<file path="config.mk">
export PLATFORM = sky130hd
export DESIGN_NAME = mul_seq32
export DESIGN_NICKNAME = d
export VERILOG_FILES = /design/src/rtl/mul_seq32_pkg.sv /design/src/rtl/cla_adder32.sv /design/src/rtl/mul_seq32.sv
export SDC_FILE = /design/constraint.sdc
export NUM_CORES = 1
export LEC_CHECK = 0
export ABC_CLOCK_PERIOD_IN_PS = 4700
export CAP_MARGIN = 20
export CORE_UTILIZATION = 45
export DETAILED_ROUTE_END_ITERATION = 6
export PLACE_DENSITY_LB_ADDON = 0.25
export SLEW_MARGIN = 10
export SYNTH_ARGS = -nofsm -noshare
export SYNTH_HDL_FRONTEND = slang
export SYNTH_HIERARCHICAL = 1
export SYNTH_SLANG_ARGS = --single-unit
</file>
<file path="constraint.sdc">
create_clock -name clk -period 4.7 [get_ports clk]
set_clock_uncertainty 0.2 [all_clocks]
set_input_delay 0.94 -clock clk [delete_from_list [all_inputs] [get_ports clk]]
set_output_delay 0.94 -clock clk [all_outputs]
set_load 0.05 [all_outputs]
</file>
<file path="src/rtl/mul_seq32_pkg.sv">
// Shared constants and state encoding for the sequential 32x32 shift-add multiplier.
package mul_seq32_pkg;

  localparam int WIDTH     = 32;
  localparam int LAST_ITER = 31;

  typedef enum logic [1:0] {
    IDLE = 2'd0,
    RUN  = 2'd1,
    DONE = 2'd2
  } state_t;

endpackage

</file>
<file path="src/rtl/cla_adder32.sv">
// 32-bit carry-lookahead adder: 4-bit groups with group generate/propagate, no carry-in.
module cla_adder32 (
  output logic        cout,
  output logic [31:0] sum,
  input  logic [31:0] a,
  input  logic [31:0] b
);

  logic [31:0] g;
  logic [31:0] p;
  logic [31:0] c;
  logic [7:0]  gg;
  logic [7:0]  pg;
  logic [8:0]  gc;

  // NOTE: every variable gets a value at the top of the block, so no path leaves one unassigned and no latch is inferred.
  always_comb begin
    g  = a & b;
    p  = a ^ b;
    gg = '0;
    pg = '0;
    gc = '0;
    c  = '0;
    for (int gi = 0; gi < 8; gi++) begin
      gg[gi] = g[4*gi+3]
             | (p[4*gi+3] & g[4*gi+2])
             | (p[4*gi+3] & p[4*gi+2] & g[4*gi+1])
             | (p[4*gi+3] & p[4*gi+2] & p[4*gi+1] & g[4*gi]);
      pg[gi] = &p[4*gi +: 4];
    end
    for (int gi = 0; gi < 8; gi++) begin
      gc[gi+1] = gg[gi] | (pg[gi] & gc[gi]);
    end
    // Group carries enter each nibble; bits inside a nibble resolve locally.
    for (int i = 0; i < 32; i++) begin
      if (i % 4 == 0) c[i] = gc[i/4];
      else            c[i] = g[i-1] | (p[i-1] & c[i-1]);
    end
    sum  = p ^ c;
    cout = gc[8];
  end

endmodule

</file>
<file path="src/rtl/mul_seq32.sv">
// Multi-cycle unsigned 32x32->64 shift-add multiplier; one adder pass per cycle, fixed 32 iterations.
module mul_seq32
  import mul_seq32_pkg::*;
#(
  parameter int WIDTH = mul_seq32_pkg::WIDTH,
  parameter int CNT_W = 6
) (
  input  logic               clk,
  input  logic               rst,
  input  logic               start,
  input  logic [WIDTH-1:0]   op_a,
  input  logic [WIDTH-1:0]   op_b,
  output logic               busy,
  output logic               done,
  output logic [2*WIDTH-1:0] product
);

  state_t             state;
  state_t             state_next;
  logic [WIDTH-1:0]   mcand;
  logic [WIDTH-1:0]   acc_hi;
  logic [WIDTH-1:0]   acc_lo;
  logic [CNT_W-1:0]   count;
  logic [WIDTH-1:0]   add_b;
  logic [WIDTH-1:0]   add_sum;
  logic               add_cout;

  assign add_b = acc_lo[0] ? mcand : '0;

  cla_adder32 u_adder (
    .cout (add_cout),
    .sum  (add_sum),
    .a    (acc_hi),
    .b    (add_b)
  );

  always_comb begin
    state_next = state;
    case (state)
      IDLE:    if (start) state_next = RUN;
      RUN:     if (count == CNT_W'(LAST_ITER)) state_next = DONE;
      DONE:    state_next = IDLE;
      default: state_next = IDLE;
    endcase
  end

  // NOTE: all state uses non-blocking assignments so every register samples pre-edge values.
  always_ff @(posedge clk) begin
    if (rst) begin
      state  <= IDLE;
      mcand  <= '0;
      acc_hi <= '0;
      acc_lo <= '0;
      count  <= '0;
    end else begin
      state <= state_next;
      case (state)
        IDLE: if (start) begin
          mcand  <= op_a;
          acc_lo <= op_b;
          acc_hi <= '0;
          count  <= '0;
        end
        // The adder carry becomes the top product bit; the 65-bit value shifts right by one.
        RUN: begin
          {acc_hi, acc_lo} <= {add_cout, add_sum, acc_lo[WIDTH-1:1]};
          count            <= count + CNT_W'(1);
        end
        default: ;
      endcase
    end
  end

  assign busy    = (state == RUN);
  assign done    = (state == DONE);
  assign product = {acc_hi, acc_lo};

endmodule

</file>
## Word-level counts from Yosys, hierarchy flattened

Index checks and enable logic that the tools add are counted.

- Bits in registers: 104
- Input bits: 67
- Word-level logic and storage cells: 160

- Add/sub/neg operators: 1
- Eq/ne operators: 5
- Multiplexer cells: 10
- Bitwise operators: 127
- Reductions and logical operators: 12

Operator list:

| cell | number |
|---|---|
| $pmux 32 s2 | 2 |
| $mux 32 | 3 |
| $and 1x1->1 | 70 |
| $xor 32x32->32 | 2 |
| $or 1x1->1 | 54 |
| $and 32x32->32 | 1 |
| $reduce_and 4->1 | 7 |
| $pmux 6 s2 | 1 |
| $add 6x1->6 const B | 1 |
| $eq 6x5->1 const B | 1 |
| $mux 6 | 1 |
| $reduce_and 2->1 | 3 |
| $mux 2 | 2 |
| $pmux 2 s2 | 1 |
| $eq 2x1->1 const B | 1 |
| $eq 2x2->1 const B | 1 |
| $logic_not 2->1 | 1 |
| $ne 2x1->1 const B | 1 |
| $ne 2x2->1 const B | 1 |
| $reduce_bool 2->1 | 1 |

## Longest topological paths before layout

Gate-level depths: netlist (run 1).

- Word-level depth: 26
- Mapped depth: 15
- Mapped depth without buffers: 14

## Modules after synthesis

The synthesis (run 1) kept the hierarchy.

Modules (own cells, without submodules):

| module | instances | cells an instance | area each (µm²) | seq. area each (µm²) |
|---|---|---|---|---|
| mul_seq32 | 1 | 459 | 3,922.5 | 2,082.0 |
| cla_adder32 | 1 | 127 | 1,293.7 | 0.0 |

## Worst setup path before layout (run 1)

OpenSTA, ideal clock, no wires.

- Kind: register -> register
- Start point: register acc_lo[0]
- End point: register acc_hi[30]
- Library setup time: 117 ps
- Arrival time: 3,747 ps
- Data required time: 4,383 ps
- Setup slack: 636 ps
- Cell stages (with the launch flop): 16
- Path buffers: 1
- Clock period less this slack: 4,064 ps
- Cell sequence: dfxtp_1 > clkbuf_1 > and2_1 > ha_1 > a21oi_1 > o21ai_2 > a221oi_2 > o21ai_2 > nand2_1 > o21a_1 > a21boi_2 > fa_1 > fa_1 > fa_1 > xor2_1 > a22o_1

- Elaborated cells between the ends (all ways): 85

RTL lines:

| item | RTL line | RTL |
|---|---|---|
| start, declared | mul_seq32.sv:22 | `logic [WIDTH-1:0] acc_lo;` |
| start signal, assigned | mul_seq32.sv:60 | `acc_lo <= op_b;` |
| start signal, assigned | mul_seq32.sv:66 | `{acc_hi, acc_lo} <= {add_cout, add_sum, acc_lo[WIDTH-1:1]};` |
| $mux 32 (*) | mul_seq32.sv:28 | `assign add_b = acc_lo[0] ? mcand : '0;` |
| net add_b[1] | mul_seq32.sv:24 | `logic [WIDTH-1:0] add_b;` |
| $and 32x32->32 / $xor 32x32->32 (equally long branches) | cla_adder32.sv:18, cla_adder32.sv:19 |  |
| $and 1x1->1 (on tied branches) | cla_adder32.sv:27, cla_adder32.sv:28 |  |
| $or 1x1->1 / $and 1x1->1 (equally long branches) | cla_adder32.sv:27, cla_adder32.sv:28 |  |
| $or 1x1->1 (*) | cla_adder32.sv:28 | `\| (p[4*gi+3] & p[4*gi+2] & p[4*gi+1] & g[4*gi]);` |
| $and 1x1->1 (*) | cla_adder32.sv:32 | `gc[gi+1] = gg[gi] \| (pg[gi] & gc[gi]);` |
| $or 1x1->1 (*) | cla_adder32.sv:32 |  |
| (+11 left out) | -- |  |
| $or 1x1->1 (*) | cla_adder32.sv:37 | `else c[i] = g[i-1] \| (p[i-1] & c[i-1]);` |
| $and 1x1->1 (*) | cla_adder32.sv:37 |  |
| $or 1x1->1 (*) | cla_adder32.sv:37 |  |
| $and 1x1->1 (*) | cla_adder32.sv:37 |  |
| $or 1x1->1 (*) | cla_adder32.sv:37 |  |
| $xor 32x32->32 (*) | cla_adder32.sv:39 | `sum = p ^ c;` |
| net add_sum[31] | mul_seq32.sv:25 | `logic [WIDTH-1:0] add_sum;` |
| $pmux 32 s2 (*) | mul_seq32.sv:57 | `case (state)` |
| end signal, assigned | mul_seq32.sv:66 |  |
| end, declared | mul_seq32.sv:21 | `logic [WIDTH-1:0] acc_hi;` |

Mark *: on every way through the listed nets, which the timed path passes. The rest lies on a longest branch.
A chain may end at the register's enable or synchronous reset.

## Worst setup path in the final report (run 1)

- Start point: register acc_lo[0]
- End point: register acc_hi[30]

- Elaborated cells between the ends (all ways): 85

RTL lines:

| item | RTL line |
|---|---|
| $mux 32 (*) | mul_seq32.sv:28 |
| net add_b[9] | mul_seq32.sv:24 |
| $and 32x32->32 / $xor 32x32->32 (equally long branches) | cla_adder32.sv:18, cla_adder32.sv:19 |
| $and 1x1->1 (on tied branches) | cla_adder32.sv:27, cla_adder32.sv:28 |
| $or 1x1->1 / $and 1x1->1 (equally long branches) | cla_adder32.sv:27, cla_adder32.sv:28 |
| $or 1x1->1 | cla_adder32.sv:28 |
| $or 1x1->1 (*) | cla_adder32.sv:32 |
| $and 1x1->1 (*) | cla_adder32.sv:32 |
| (+8 left out) | -- |
| $or 1x1->1 (*) | cla_adder32.sv:37 |
| $and 1x1->1 (*) | cla_adder32.sv:37 |
| $or 1x1->1 (*) | cla_adder32.sv:37 |
| $and 1x1->1 (*) | cla_adder32.sv:37 |
| $or 1x1->1 (*) | cla_adder32.sv:37 |
| $xor 32x32->32 (*) | cla_adder32.sv:39 |
| net add_sum[31] | mul_seq32.sv:25 |
| $pmux 32 s2 (*) | mul_seq32.sv:57 |

Marked as above.

==> results of run 1 <==
-- cell usage in the layout (no fill, tap or decap), types with 3 or more instances in the layout --
cell type        Yosys  layout
a22o_1              34      34
dfxtp_1            104     104
clkbuf_16            0       9
a21oi_1             41      41
nor4_1              32      32
clkinvlp_4           0       3
nand2_1             72      72
nand2b_1             4       4
xor2_1               6       6
a21o_1               5       5
clkdlybuf4s50_1      0     131
xnor2_1              4       4
nor2_1             101     100
inv_6                0       3
fa_1                23      23
buf_4                2       8
ha_1                33      33
nand3_1              7       7
o21ai_0              3       3
and2_1              34      34
inv_1               14      14
-- final cells by class --
| type | count | area [um^2] |
|---|---|---|
| multi-input cells | 433 | 2920 |
| well taps | 140 | 175 |
| fillers | 940 | 4180 |
| clock buffers | 10 | 239 |
| inverters | 14 | 52.6 |
| flip-flops and latches | 104 | 2080 |
| repair buffers | 140 | 1380 |
| clock inverters | 6 | 48.8 |
-- sequential cells by signal (all words and copies together), names as in the netlist --
name    count
acc_hi     32
acc_lo     32
mcand      32
count       6
state       2
-- cells by family (layout without fill, tap and decap cells) --
group / after synthesis / count (layout) / share of synthesized area [%]
simple gates: 266 / 266 / 23.8
fa+ha+maj: 56 / 56 / 16.7
xor+xnor: 10 / 10 / 1.68
compound gates: 100 / 100 / 13.5
buf+inv: 49 / 170 / 4.20
mux: 1 / 1 / 0.216
flops: 104 / 104 / 39.9
-- power breakdown --
part / total (mW) / leakage, nW / switching, mW / internal, mW
clock: 0.729 / 0.132 / 0.349 / 0.380
combinational: 0.450 / 2.03 / 0.280 / 0.171
sequential: 0.979 / 0.852 / 0.0423 / 0.937
-- critical path, stage by stage (launching register included) --
cell	delay, ns
dfxtp_1	0.42
buf_4	0.30
and2_1	0.22
ha_1	0.27
a21oi_1	0.15
o21ai_0	0.16
nor3_1	0.26
o21ai_2	0.09
nand2_1	0.07
o21a_1	0.16
a21boi_2	0.08
fa_1	0.39
fa_1	0.39
fa_1	0.39
xor2_1	0.17
a22o_1	0.20
-- through the flow --
| stage | hold slack, ns | util, % | area (um^2) | power, mW | worst slack (ns) |
|---|---|---|---|---|---|
| final | 0.250 | 62.3 | 6900 | 2.16 | 0.683 |
| after global placement | 0.238 | 59.7 | 6610 | 1.44 | 0.810 |
| after global routing | 0.267 | 62.3 | 6900 | 2.26 | 0.388 |
| after CTS | 0.253 | 62.3 | 6900 | 2.18 | 0.676 |
| after floorplan | 0.232 | - | 5220 | 1.28 | 0.636 |
| after detailed placement | 0.243 | 59.7 | 6610 | 1.45 | 0.662 |
-- how the worst min path moves through the flow --
stage,startpoint,cells past startpoint,to
6_report,mcand[12],2,mcand[12]
5_1_grt,mcand[12],2,mcand[12]
4_1_cts,mcand[12],2,mcand[12]
3_5_place_dp,mcand[12],2,mcand[12]
3_3_place_gp,mcand[12],2,mcand[12]
2_1_floorplan,mcand[0],2,mcand[0]
-- routing by layer --
metal / up-vias / track usage [%]
li1: 2229 / -
met1: 2115 / 26.4
met2: 127 / 36.6
met3: 8 / 8.83
met4: 0 / 5.71
met5: - / 0
==> metrics.cfg, run 1 <==
[outcome]
run_status=completed

[yosys]
synthArstFlopShare_pct=0
post_synth_top_area_share_pct=39.9
synthDominantAreaCellType=dfxtp_1
postSynthRegisterBits=104
yosys.cell_types.count=48
synth_most_common_cell=dfxtp_1
synth_top_cells_by_area=dfxtp_1 (40%), fa_1 (8.8%), ha_1 (7.9%)
synth.top_cells.by_count=dfxtp_1 (104), nor2_1 (101), nand2_1 (72)
mappedNetlistArea_mm2=0.00522
synth.avg_cell_area_um2=8.90
yosysSeqAreaShare_pct=39.9
post_synth_net_total=709
synth_enable_flop_cells=0
syn-instance-count=586
warnings_synthesis=6
synth_top_flop_cell=dfxtp_1

[routing]
number_of_nets_with_antenna_violations_after_detailed_routing=0
routed-wl-met2_mm=5.99
drt_drc_violations_left=0
met3_length_um=932
detail_route.wirelength_mm=12.5
wl_per_cell_um=14.8
uppermost_layer_routed=met4
drt-vias-per-instance=5.29
first_iter_violations=181
first_pass_iters=5
via_total_after_detailed_routing=4479
wirelength_met1_mm=5.50

[clocking]
cts_resized=0
clock_tree.root_cell=clkbuf_16
clock_sink_count=104
clkLatencyLatePin_ns=0.35
cts-hold-fix-buffers=0
cts.clk_slew.worst_paths_ns=0.07
cts.path.max_buffers=2
ctsHtreeMaxLevel=3
clock_tree_from_tritoncts=yes
cts_setup_buffers=0
num_cts_buffers=9

[pwr]
p_per_area_mw_per_mm2=313
static-leakage-power_nw=3.02
ir_worst_vdd_mv=0.352

[sta]
setup_viol=0
final-max-slew-violation-count=0
layout_worst_path_cycle_share_pct=85.5
fmax_ghz=0.249
grt_setup_unrepaired=no
fin_setup_tns_ns=0
report.final.hold_viol_count=0
worst_slew_pin_slew_ns=0.756
slew_headroom_pct=49.6
period_needed_ns=4.02

[critical_path]
setup_crit_start_kind=register
regToRegSetupSlack_ns=0.68
endpoint_kind=register
timing.reg2reg.worst_path_depth=15
biggest_fanout_along_the_worst_timing_path=26
critical_path.reg2reg.startpoint=acc_lo[0]
critical_path_required_ns=4.74
start_point_of_the_critical_path=acc_lo[0]
r2r_end=acc_hi[30]
path_class=register to register
crit_arrival_ns=4.06
cp-endpoint=acc_hi[30]

[grt]
globalRouteTotalUtil_pct=22.0
globalRouteOverflowTotal=0
grt_pass1_vias=4360
grt_antenna_before_repair=0
grt_first_pass_wirelength_mm=20.5
largest_net_degree_at_the_start_of_global_routing=39

[die]
die_width_um=110
floorplan.initialDensity_pct=47.1
num_rows=38
floorplan.die_area_mm2=0.0120
chipHeight_um=110
coreArea_mm2=0.0111
io-pin-count=133

[cells_and_area]
share_of_layout_cells_above_drive_strength_1_pct=5.52
areaGrowthSynthToFinish_pct=32.2
post_layout_cell_count=847
design.final.nets=825
antenna_cells_inserted=0

[place]
portBuffers=132
place_inst=831
half_perimeter_wire_length_after_detailed_placement_mm=8.97
finalWeightedCongestion=0.858

[run]
cap_viol_max_count=0

[hold_path]
worst_hold_path_type=register to register

No activity file was read; power rests on OpenSTA's default activity.
==> run 2: changes to the inputs <==
==> constraint.sdc (replaced) <==
create_clock -name clk -period 4.7 [get_ports clk]
set_clock_uncertainty 0.2 [all_clocks]
set_input_delay 1.175 -clock clk [delete_from_list [all_inputs] [get_ports clk]]
set_output_delay 1.175 -clock clk [all_outputs]
set_load 0.05 [all_outputs]
==> run 2 against run 1 <==
Compared with the run above: largest power group unchanged; global-route usage is 0.80 points higher; hold slack hardly changed; cell area is 0.13% higher.
==> metrics.cfg, run 2 (synthesis gave the netlist of run 1 again) <==
[cells_and_area]
final_cell_mix=clkdlybuf4s50_1 (131), dfxtp_1 (104), nor2_1 (100)
reg_top3=acc_hi x32, acc_lo x32, mcand x32
nFillCells=945  ; +0.53%
fin_util_pct=62.3  ; +0.079 points
post_layout_cell_count=846  ; -0.12%
areaGrowthSynthToFinish_pct=32.4
share_of_layout_cells_above_drive_strength_1_pct=5.38  ; -0.13 points
antenna_cells_inserted=0  ; unchanged
mostFrequentLayoutCell=clkdlybuf4s50_1
design.final.nets=825  ; unchanged

[routing]
drt-vias-per-instance=5.22  ; -1.3%
via_total_after_detailed_routing=4417  ; -1.4%
detail_route.wirelength_mm=12.7  ; +1.6%
first_iter_violations=200  ; +10%
drt_drc_violations_left=0  ; unchanged
number_of_nets_with_antenna_violations_after_detailed_routing=0  ; unchanged
first_pass_iters=6  ; +1
wl_per_cell_um=15.1  ; +1.7%

[hold_path]
worst_hold_path_type=register to register

[place]
finalWeightedCongestion=0.853  ; -0.56%
portBuffers=132  ; unchanged
half_perimeter_wire_length_after_detailed_placement_mm=9.07  ; +1.1%
place_inst=831  ; unchanged

[clocking]
ctsHtreeMaxLevel=3  ; unchanged
num_cts_buffers=9  ; unchanged
clock_tree.root_cell=clkbuf_16
cts-hold-fix-buffers=0  ; unchanged
cts.clk_slew.worst_paths_ns=0.07  ; about the same
cts.path.max_buffers=2  ; unchanged
clkLatencyLatePin_ns=0.35  ; about the same
cts_setup_buffers=0  ; unchanged
cts_resized=0  ; unchanged
clock_sink_count=104  ; unchanged
clock_tree_from_tritoncts=yes

[pwr]
static-leakage-power_nw=3.02  ; +0.15%
p_per_area_mw_per_mm2=316  ; +0.86%
ir_worst_vdd_mv=0.308  ; -13%

[critical_path]
path_class=register to register
setup_crit_start_kind=register
crit_arrival_ns=4.05  ; about the same
endpoint_kind=register
critical_path_required_ns=4.75  ; about the same
biggest_fanout_along_the_worst_timing_path=26  ; unchanged

[sta]
layout_worst_path_cycle_share_pct=85.2  ; -0.32 points
final.hold.worst_slack_ns=0.250  ; +0.000178 ns
worst_slew_pin_slew_ns=0.871  ; +0.115 ns
fmax_ghz=0.250  ; +0.38%
grt_setup_unrepaired=no
period_needed_ns=4.00  ; -0.0152 ns
fin_setup_tns_ns=0  ; unchanged
report.final.hold_viol_count=0  ; unchanged
final-max-slew-violation-count=0  ; unchanged
slew_headroom_pct=41.9  ; -7.7 points
setup_viol=0  ; unchanged

[die]
coreArea_mm2=0.0111  ; unchanged
chipHeight_um=110  ; unchanged
die_width_um=110  ; unchanged
io-pin-count=133  ; unchanged
num_rows=38  ; unchanged
floorplan.initialDensity_pct=47.1  ; unchanged
floorplan.die_area_mm2=0.0120  ; unchanged

[grt]
grt_pass1_vias=4516  ; +3.6%
globalRouteOverflowTotal=0  ; unchanged
grt_first_pass_wirelength_mm=21.2  ; +3.4%
largest_net_degree_at_the_start_of_global_routing=45  ; +15%
globalRouteTotalUtil_pct=22.8  ; +0.80 points
grt_antenna_before_repair=0  ; unchanged

[run]
cap_viol_max_count=0  ; unchanged

[outcome]
run_status=completed

==> run 2: changes by cell type in the layout (fill, tap and decap cells not counted), sizes merged <==
cell / before / now
bufinv: 0 / 1
clkinv: 0 / 1
inv: 17 / 14
==> run 2: path summary, 6_finish.rpt <==
kind | start | to | slack [ns] | depth (start not counted)
setup / recovery | acc_lo[0] | acc_hi[30] | 0.70 | 15
setup reg to reg | acc_lo[0] | acc_hi[30] | 0.70 | 15
hold reg to reg | mcand[0] | mcand[0] | 0.25 | 2
hold / removal | mcand[0] | mcand[0] | 0.25 | 2
==> run 2: final cells by class <==
| class | count | area [um^2] | area share (%) |
|---|---|---|---|
| Clock buffer | 10 | 239 | 3.46 |
| Tap cell | 140 | 175 | 2.54 |
| Multi-Input combinational cell | 433 | 2920 | 42.3 |
| Sequential cell | 104 | 2080 | 30.1 |
| Inverter | 14 | 52.6 | 0.761 |
| Clock inverter | 5 | 57.6 | 0.833 |
| Timing Repair Buffer | 140 | 1380 | 19.9 |
==> run 2: per-stage QoR <==
step / setup WS [ns] / total power [mW] / instance area, um^2
floorplan: 0.636 / 1.28 / 5220
global placement: 0.805 / 1.44 / 6610
detailed placement: 0.699 / 1.45 / 6610
CTS: 0.684 / 2.20 / 6910
global route: 0.453 / 2.28 / 6910
finish: 0.698 / 2.18 / 6910
==> run 2: worst max-delay path, cell delays in order (launching register included) <==
cell and delay (ns):
dfxtp_1 0.42, buf_4 0.29, and2_1 0.21, ha_1 0.26, a21o_1 0.16, a21o_1 0.19
nor3_1 0.20, o21ai_2 0.09, nand2_1 0.07, o21a_1 0.16, a21boi_2 0.08, fa_1 0.41
fa_1 0.39, fa_1 0.39, xor2_1 0.17, a22o_1 0.20
==> run 2: power by group <==
part / leakage, nW / internal [mW] / switching (mW)
combinational: 2.03 / 0.171 / 0.280
sequential: 0.852 / 0.937 / 0.0422
clock: 0.137 / 0.423 / 0.325
total: 3.02 / 1.53 / 0.648
==> run 2: per-layer routing <==
metal / track usage (%) / routed length (um) / part of all wire (%)
met4: 5.43 / 125 / 0.98
met1: 28.0 / 5720 / 45
met2: 38.2 / 5960 / 47
met3: 8.24 / 928 / 7.3
met5: 0 / 0 / 0
